<file path="src/rtl/adc_readout_scheduler.sv">
// adc_readout_scheduler
// Runs one multi-channel ADC capture. It enables sampling and drains the
// per-channel FIFOs round-robin through the shared address mux. Each sample
// leaves as a {channel, sample} stream beat. Once every channel has N samples
// it stops sampling, lets the FIFOs settle, flushes leftover words and pulses
// done.
// Optional build macro: ADC_SCHED_TIMEOUT_EN adds a starvation abort after
// TIMEOUT_CYCLES unproductive SELECT cycles. Without it, timeout is tied to 0.
module adc_readout_scheduler #(
  parameter int NUM_CHANNELS   = 4,
  parameter int DATA_WIDTH     = 12,
  parameter int CNT_WIDTH      = 16,
  parameter int SETTLE_CYCLES  = 8,
  parameter int TIMEOUT_CYCLES = 1024,
  localparam int CW = (NUM_CHANNELS > 1) ? $clog2(NUM_CHANNELS) : 1
) (
  input  logic                       clk,
  input  logic                       rstn,
  input  logic                       start,
  input  logic [CNT_WIDTH-1:0]       num_samples,
  output logic                       busy,
  output logic                       done,
  output logic                       overflow,
  output logic                       timeout,
  output logic                       read_en,
  output logic [CW-1:0]              fifo_addr,
  output logic [NUM_CHANNELS-1:0]    fifo_rd_en,
  input  logic                       fifo_not_empty,
  input  logic                       fifo_full,
  input  logic [DATA_WIDTH-1:0]      fifo_dout,
  output logic [CW+DATA_WIDTH-1:0]   m_tdata,
  output logic                       m_tvalid,
  input  logic                       m_tready,
  output logic                       m_tlast
);

  localparam int SW = $clog2(SETTLE_CYCLES + 1);

  typedef enum logic [2:0] {IDLE, SELECT, READ, LATCH, OUT, SETTLE, FLUSH, FIN} state_t;

  state_t                state, state_next;
  logic [CNT_WIDTH-1:0]  n_lat;
  logic [CNT_WIDTH-1:0]  cnt [NUM_CHANNELS];
  logic [SW-1:0]         settle_cnt;
  logic                  flush_wait;
  logic                  sel_hit, last_beat, settle_done, to_expire, addr_last;
  logic [CW-1:0]         addr_next;
  logic [NUM_CHANNELS-1:0] addr_onehot;

  if (NUM_CHANNELS < 1 || SETTLE_CYCLES < 1 || TIMEOUT_CYCLES < 1) begin : g_bad_params
    $error("adc_readout_scheduler: NUM_CHANNELS, SETTLE_CYCLES and TIMEOUT_CYCLES must be >= 1");
  end

  // Counters stop at the requested length so a stray extra beat can never overrun N.
  function automatic logic [CNT_WIDTH-1:0] sat_inc(input logic [CNT_WIDTH-1:0] val,
                                                   input logic [CNT_WIDTH-1:0] lim);
    return (val < lim) ? val + 1'b1 : val;
  endfunction

  assign addr_last   = (fifo_addr == CW'(NUM_CHANNELS - 1));
  assign addr_next   = addr_last ? '0 : fifo_addr + 1'b1;
  assign addr_onehot = NUM_CHANNELS'(1) << fifo_addr;
  assign sel_hit     = (cnt[fifo_addr] < n_lat) && fifo_not_empty;
  assign settle_done = (settle_cnt == SW'(SETTLE_CYCLES - 1));
  assign busy        = (state != IDLE) && (state != FIN);

  // Detect the beat on the selected channel that completes the whole capture.
  always_comb begin
    last_beat = 1'b1;
    for (int i = 0; i < NUM_CHANNELS; i++) begin
      if (CW'(i) == fifo_addr) begin
        if (cnt[i] + 1'b1 != n_lat) last_beat = 1'b0;
      end else if (cnt[i] != n_lat) begin
        last_beat = 1'b0;
      end
    end
  end

`ifdef ADC_SCHED_TIMEOUT_EN
  localparam int TW = $clog2(TIMEOUT_CYCLES + 1);
  logic [TW-1:0] to_cnt;

  assign to_expire = !sel_hit && (to_cnt == TW'(TIMEOUT_CYCLES - 1));

  // Count unproductive SELECT cycles since the last read and flag starvation.
  always_ff @(posedge clk) begin
    if (!rstn) begin
      to_cnt  <= '0;
      timeout <= 1'b0;
    end else if (state == IDLE && start) begin
      to_cnt  <= '0;
      timeout <= 1'b0;
    end else if (state == SELECT) begin
      if (sel_hit) begin
        to_cnt <= '0;
      end else begin
        to_cnt <= to_cnt + 1'b1;
        if (to_expire) timeout <= 1'b1;
      end
    end
  end
`else
  assign to_expire = 1'b0;
  assign timeout   = 1'b0;
`endif

  // State register.
  always_ff @(posedge clk) begin
    if (!rstn) state <= IDLE;
    else       state <= state_next;
  end

  // Next-state decode plus the combinational strobes (read pulse, done).
  always_comb begin
    state_next = state;
    fifo_rd_en = '0;
    done       = 1'b0;
    case (state)
      IDLE:    if (start) state_next = (num_samples == '0) ? FIN : SELECT;
      SELECT:  begin
        if (sel_hit)        state_next = READ;
        else if (to_expire) state_next = SETTLE;
      end
      READ:    begin
        fifo_rd_en = addr_onehot;
        state_next = LATCH;
      end
      LATCH:   state_next = OUT;
      OUT:     if (m_tready) state_next = last_beat ? SETTLE : SELECT;
      SETTLE:  if (settle_done) state_next = FLUSH;
      FLUSH:   begin
        if (!flush_wait) begin
          if (fifo_not_empty) fifo_rd_en = addr_onehot;
          else if (addr_last) state_next = FIN;
        end
      end
      FIN:     begin
        done       = 1'b1;
        state_next = IDLE;
      end
      default: state_next = IDLE;
    endcase
  end

  // Requested length is captured on the accepted start and only read while busy.
  always_ff @(posedge clk) begin
    if (state == IDLE && start) n_lat <= num_samples;
  end

  // Channel pointer, per-channel counters, sampling enable, stream register, settle/flush pacing.
  always_ff @(posedge clk) begin
    if (!rstn) begin
      for (int i = 0; i < NUM_CHANNELS; i++) cnt[i] <= '0;
      fifo_addr  <= '0;
      read_en    <= 1'b0;
      overflow   <= 1'b0;
      m_tdata    <= '0;
      m_tvalid   <= 1'b0;
      m_tlast    <= 1'b0;
      settle_cnt <= '0;
      flush_wait <= 1'b0;
    end else begin
      if (read_en && fifo_full) overflow <= 1'b1;
      case (state)
        IDLE:    if (start) begin
          overflow <= 1'b0;
          if (num_samples != '0) begin
            for (int i = 0; i < NUM_CHANNELS; i++) cnt[i] <= '0;
            fifo_addr <= '0;
            read_en   <= 1'b1;
          end
        end
        SELECT:  if (!sel_hit) begin
          if (to_expire) read_en   <= 1'b0;
          else           fifo_addr <= addr_next;
        end
        LATCH:   begin
          m_tdata  <= {fifo_addr, fifo_dout};
          m_tvalid <= 1'b1;
          m_tlast  <= last_beat;
        end
        OUT:     if (m_tready) begin
          cnt[fifo_addr] <= sat_inc(cnt[fifo_addr], n_lat);
          fifo_addr      <= addr_next;
          m_tvalid       <= 1'b0;
          m_tlast        <= 1'b0;
          if (last_beat) read_en <= 1'b0;
        end
        SETTLE:  begin
          if (settle_done) begin
            settle_cnt <= '0;
            fifo_addr  <= '0;
            flush_wait <= 1'b0;
          end else begin
            settle_cnt <= settle_cnt + 1'b1;
          end
        end
        FLUSH:   begin
          if (flush_wait)          flush_wait <= 1'b0;
          else if (fifo_not_empty) flush_wait <= 1'b1;
          else if (!addr_last)     fifo_addr  <= addr_next;
        end
        default: ;
      endcase
    end
  end

endmodule
</file>
<file path="config.mk">
export PLATFORM = sky130hd
export DESIGN_NAME = adc_readout_scheduler
export DESIGN_NICKNAME = d
export VERILOG_FILES = /design/src/rtl/adc_readout_scheduler.sv
export SDC_FILE = /design/constraint.sdc
export NUM_CORES = 1
export LEC_CHECK = 0
export CAP_MARGIN = 20
export CORE_MARGIN = 2
export CORE_UTILIZATION = 45
export DETAILED_ROUTE_END_ITERATION = 16
export PLACE_DENSITY_LB_ADDON = 0.05
export SLEW_MARGIN = 20
export SYNTH_ARGS = -nofsm -noshare
export SYNTH_HDL_FRONTEND = slang
export SYNTH_SLANG_ARGS = --single-unit
</file>
<file path="constraint.sdc">
create_clock -name clk -period 3.8 [get_ports clk]
set_input_delay 0.76 -clock clk [delete_from_list [all_inputs] [get_ports clk]]
set_output_delay 0.76 -clock clk [all_outputs]
set_load 0.03 [all_outputs]
</file>
==> impl_results.md <==
* Unrepaired setup endpoints after global routing: false
* Pwr Total at 5.22 mW
* Net count, final at 921
* Synth Area per Inst at 9.49 um2
* Met3 GRT Util at 7.09%
* GR peak layer: met2
* Routability cong. at 1.07
* Initial antenna violation count at 0
* Routed wire length at 25,600 um
* Sequential share of the synthesized area at 38.9%
* Vias in the first global route at 6,435
* Worst min path class: reg2reg
* Final Hold Viols at 0
* Share of post-route cells with drive strength above 1 at 6.14%
* TritonCTS clock tree: done
* Largest cells by area after synthesis: edfxtp_1 31%, xor2_1 8.2%, dfxtp_1 7.8%
* Relative slew margins at 27.5%
* Worst-Margin Slew at 1.09 ns
* Clock buffer depth at 2
* Syn nets at 876
* Worst-Skew Late Latency at 0.36 ns
* Setup TNS at 0 ns
* Post-layout min period at 3.42 ns
* Site row count at 47
* Core area at 16,600 um2
* Worst Setup Start Kind: flop
* Synth top area share at 31.1%
* Max Freq at 292 MHz
* Sequential cell area at 3000 um2
* Post-CTS sizing at 0
* Clock-pin slew on the worst setup and hold paths at 0.08 ns
* Initial DRC count at 559
* DR pass1 iterations at 5
* EDFF count, synth at 80
* Starting Density at 46.3%
* Util after Layout at 53.2%
* Vias post-DR at 6,764
* Gr usage total at 28.6%
* Count of different cell masters after synthesis at 73
* Final setup viols at 0
* Period utilization at 90.1%
* Number of buffers created by CTS at 9
* Final Skew at 0.0107 ns
* Critical path type: reg2reg
* Largest net degree at the start of global routing at 27
* Synth cell count leaders: 97 x nor2_1, 80 x edfxtp_1, 79 x nand2_1
* Max-cap violations at 0
* CP max FO at 17
* CP endpoint kind: flop
* Static Leak at 3.14 nW
* Post-DP HPWL at 19,300 um
* Power per cell area at 590 nW/um2
* Flops & latches, synth at 110
* Vias per cell at 6.25
* Mapped Area at 7710 um2
* Routed wire per std cell at 23.6 um
* Buffers on Ports at 59
* Critical path required time at 3.90 ns
* Ys Warns at 0
* Synth-to-Final Area Change at 14.7%
* Hold Buf Count CTS at 0
* Status: completed
* Die area at 18,200 um2
* Worst ir drop on vdd at 322 uV
* GRT met1 Usage at 39.9%
* Multi-input logic area at 4370 um2
* Main flop type after synthesis: edfxtp_1
* I/O pins at 61
* Slew Viols, Final at 0
* Synthesized instance count at 813
* ANT cells at 0
* Ys async rst share at 0%
* Post-CTS Setup Inserts at 0
* H-tree depth at 3
* Die W at 135 um
* Filler cell count at 1,497
* Remaining antenna violation count at 0
* First-pass GRT wire length at 38,600 um
* Sink Count at 110
* Critical path arrival at 3.52 ns
* Most common cell in the netlist: nor2_1
* Clk root buf: clkbuf_16
* Met2 global-route usage at 42.8%
* Synth area leader: edfxtp_1
* Grt total ovfl at 0
* Die Span Y at 135 um
* DRC Markers at 0
==> placed cells by master (no fill, tap or decap), drive strengths merged, types with 4 or more instances in the layout <==
| cell type | instances |
|---|---|
| and2 | 9 |
| o31ai | 8 |
| nand2 | 79 |
| and3 | 11 |
| a211oi | 9 |
| edfxtp | 80 |
| nand2b | 4 |
| a31oi | 4 |
| buf | 19 |
| nor3 | 16 |
| nand3 | 34 |
| ha | 29 |
| o21a | 5 |
| clkbuf | 9 |
| mux4 | 16 |
| nand4 | 33 |
| nor2b | 6 |
| inv | 38 |
| dfxtp | 30 |
| a21oi | 28 |
| o22ai | 5 |
| mux2i | 10 |
| o21ai | 16 |
| nor4b | 4 |
| clkdlybuf4s50 | 59 |
| and4 | 10 |
| xnor2 | 41 |
| clkinv | 4 |
| a21o | 6 |
| o2111ai | 4 |
| nor2 | 97 |
| nor4 | 19 |
| xor2 | 72 |
==> worst paths after layout <==
path | startpoint | to | slack, ns | cells past startpoint
max | flop | cnt[2][2] | 0.38 | 11
min | m_tdata[5] | m_tdata[5] | 0.46 | 2
max reg2reg | flop | cnt[2][2] | 0.38 | 11
min reg2reg | m_tdata[5] | m_tdata[5] | 0.46 | 2
==> logic make-up (layout without fill, tap and decap cells) <==
logic type      after synthesis  after routing  synth area share [%]
simple gates                340            340                  22.0
xor+xnor                    113            113                  12.9
compound gates              112            112                  10.4
flops                       110            110                  38.9
buf+inv                      81            131                  4.48
fa+ha+maj                    29             29                  4.70
mux                          27             27                  6.55
other cells                   1              1                0.0486
==> metal layers <==
metal	vias up	part of all wire, %
met5	-	0
met4	0	3.8
met1	3312	43
met2	333	43
met3	66	9.5
li1	3053	-
==> power by group <==
part | switching [mW] | total, mW | internal [mW] | leakage (nW)
Sequential | 0.531 | 2.09 | 1.56 | 1.08
Clock | 0.457 | 0.978 | 0.521 | 0.148
Combinational | 1.26 | 2.15 | 0.895 | 1.91
==> final cells by class <==
cell class / count / area share, %
sequential: 110 / 33.9
clock inverter: 7 / 0.933
tap: 220 / 3.11
multi-input combinational: 622 / 49.3
timing repair buffer: 78 / 8.57
clock buffer: 9 / 2.55
inverter: 37 / 1.57
==> flip-flops by register name, summed over array words and instances, names as in the netlist, named ones only <==
register and cells:
flush_wait 1, m_tvalid 1, m_tdata 14, n_lat 16
m_tlast 1, read_en 1, state 3, cnt 64
settle_cnt 4, overflow 1, fifo_addr 2
==> through the flow <==
stage / cell area, um2 / std cells / setup slack (ns) / hold WS (ns)
5_1_grt: 8850 / 1083 / 0.206 / 0.478
3_5_place_dp: 8540 / 1067 / 0.450 / 0.447
6_report: 8850 / 1083 / 0.376 / 0.456
2_1_floorplan: 7710 / 813 / 0.686 / 0.454
3_3_place_gp: 8540 / 1067 / 0.459 / 0.442
4_1_cts: 8850 / 1083 / 0.436 / 0.458
==> worst max-delay path, stage by stage (launching register included) <==
cell	delay (ns)
dfxtp_1	0.36
buf_12	0.19
mux4_1	0.67
ha_1	0.35
a21o_1	0.12
a21o_1	0.13
a21oi_1	0.10
a211o_1	0.27
a31o_4	0.29
and3_1	0.20
xnor2_1	0.40
nor2_1	0.08
Note: power is estimated with default switching activity, not from simulation.
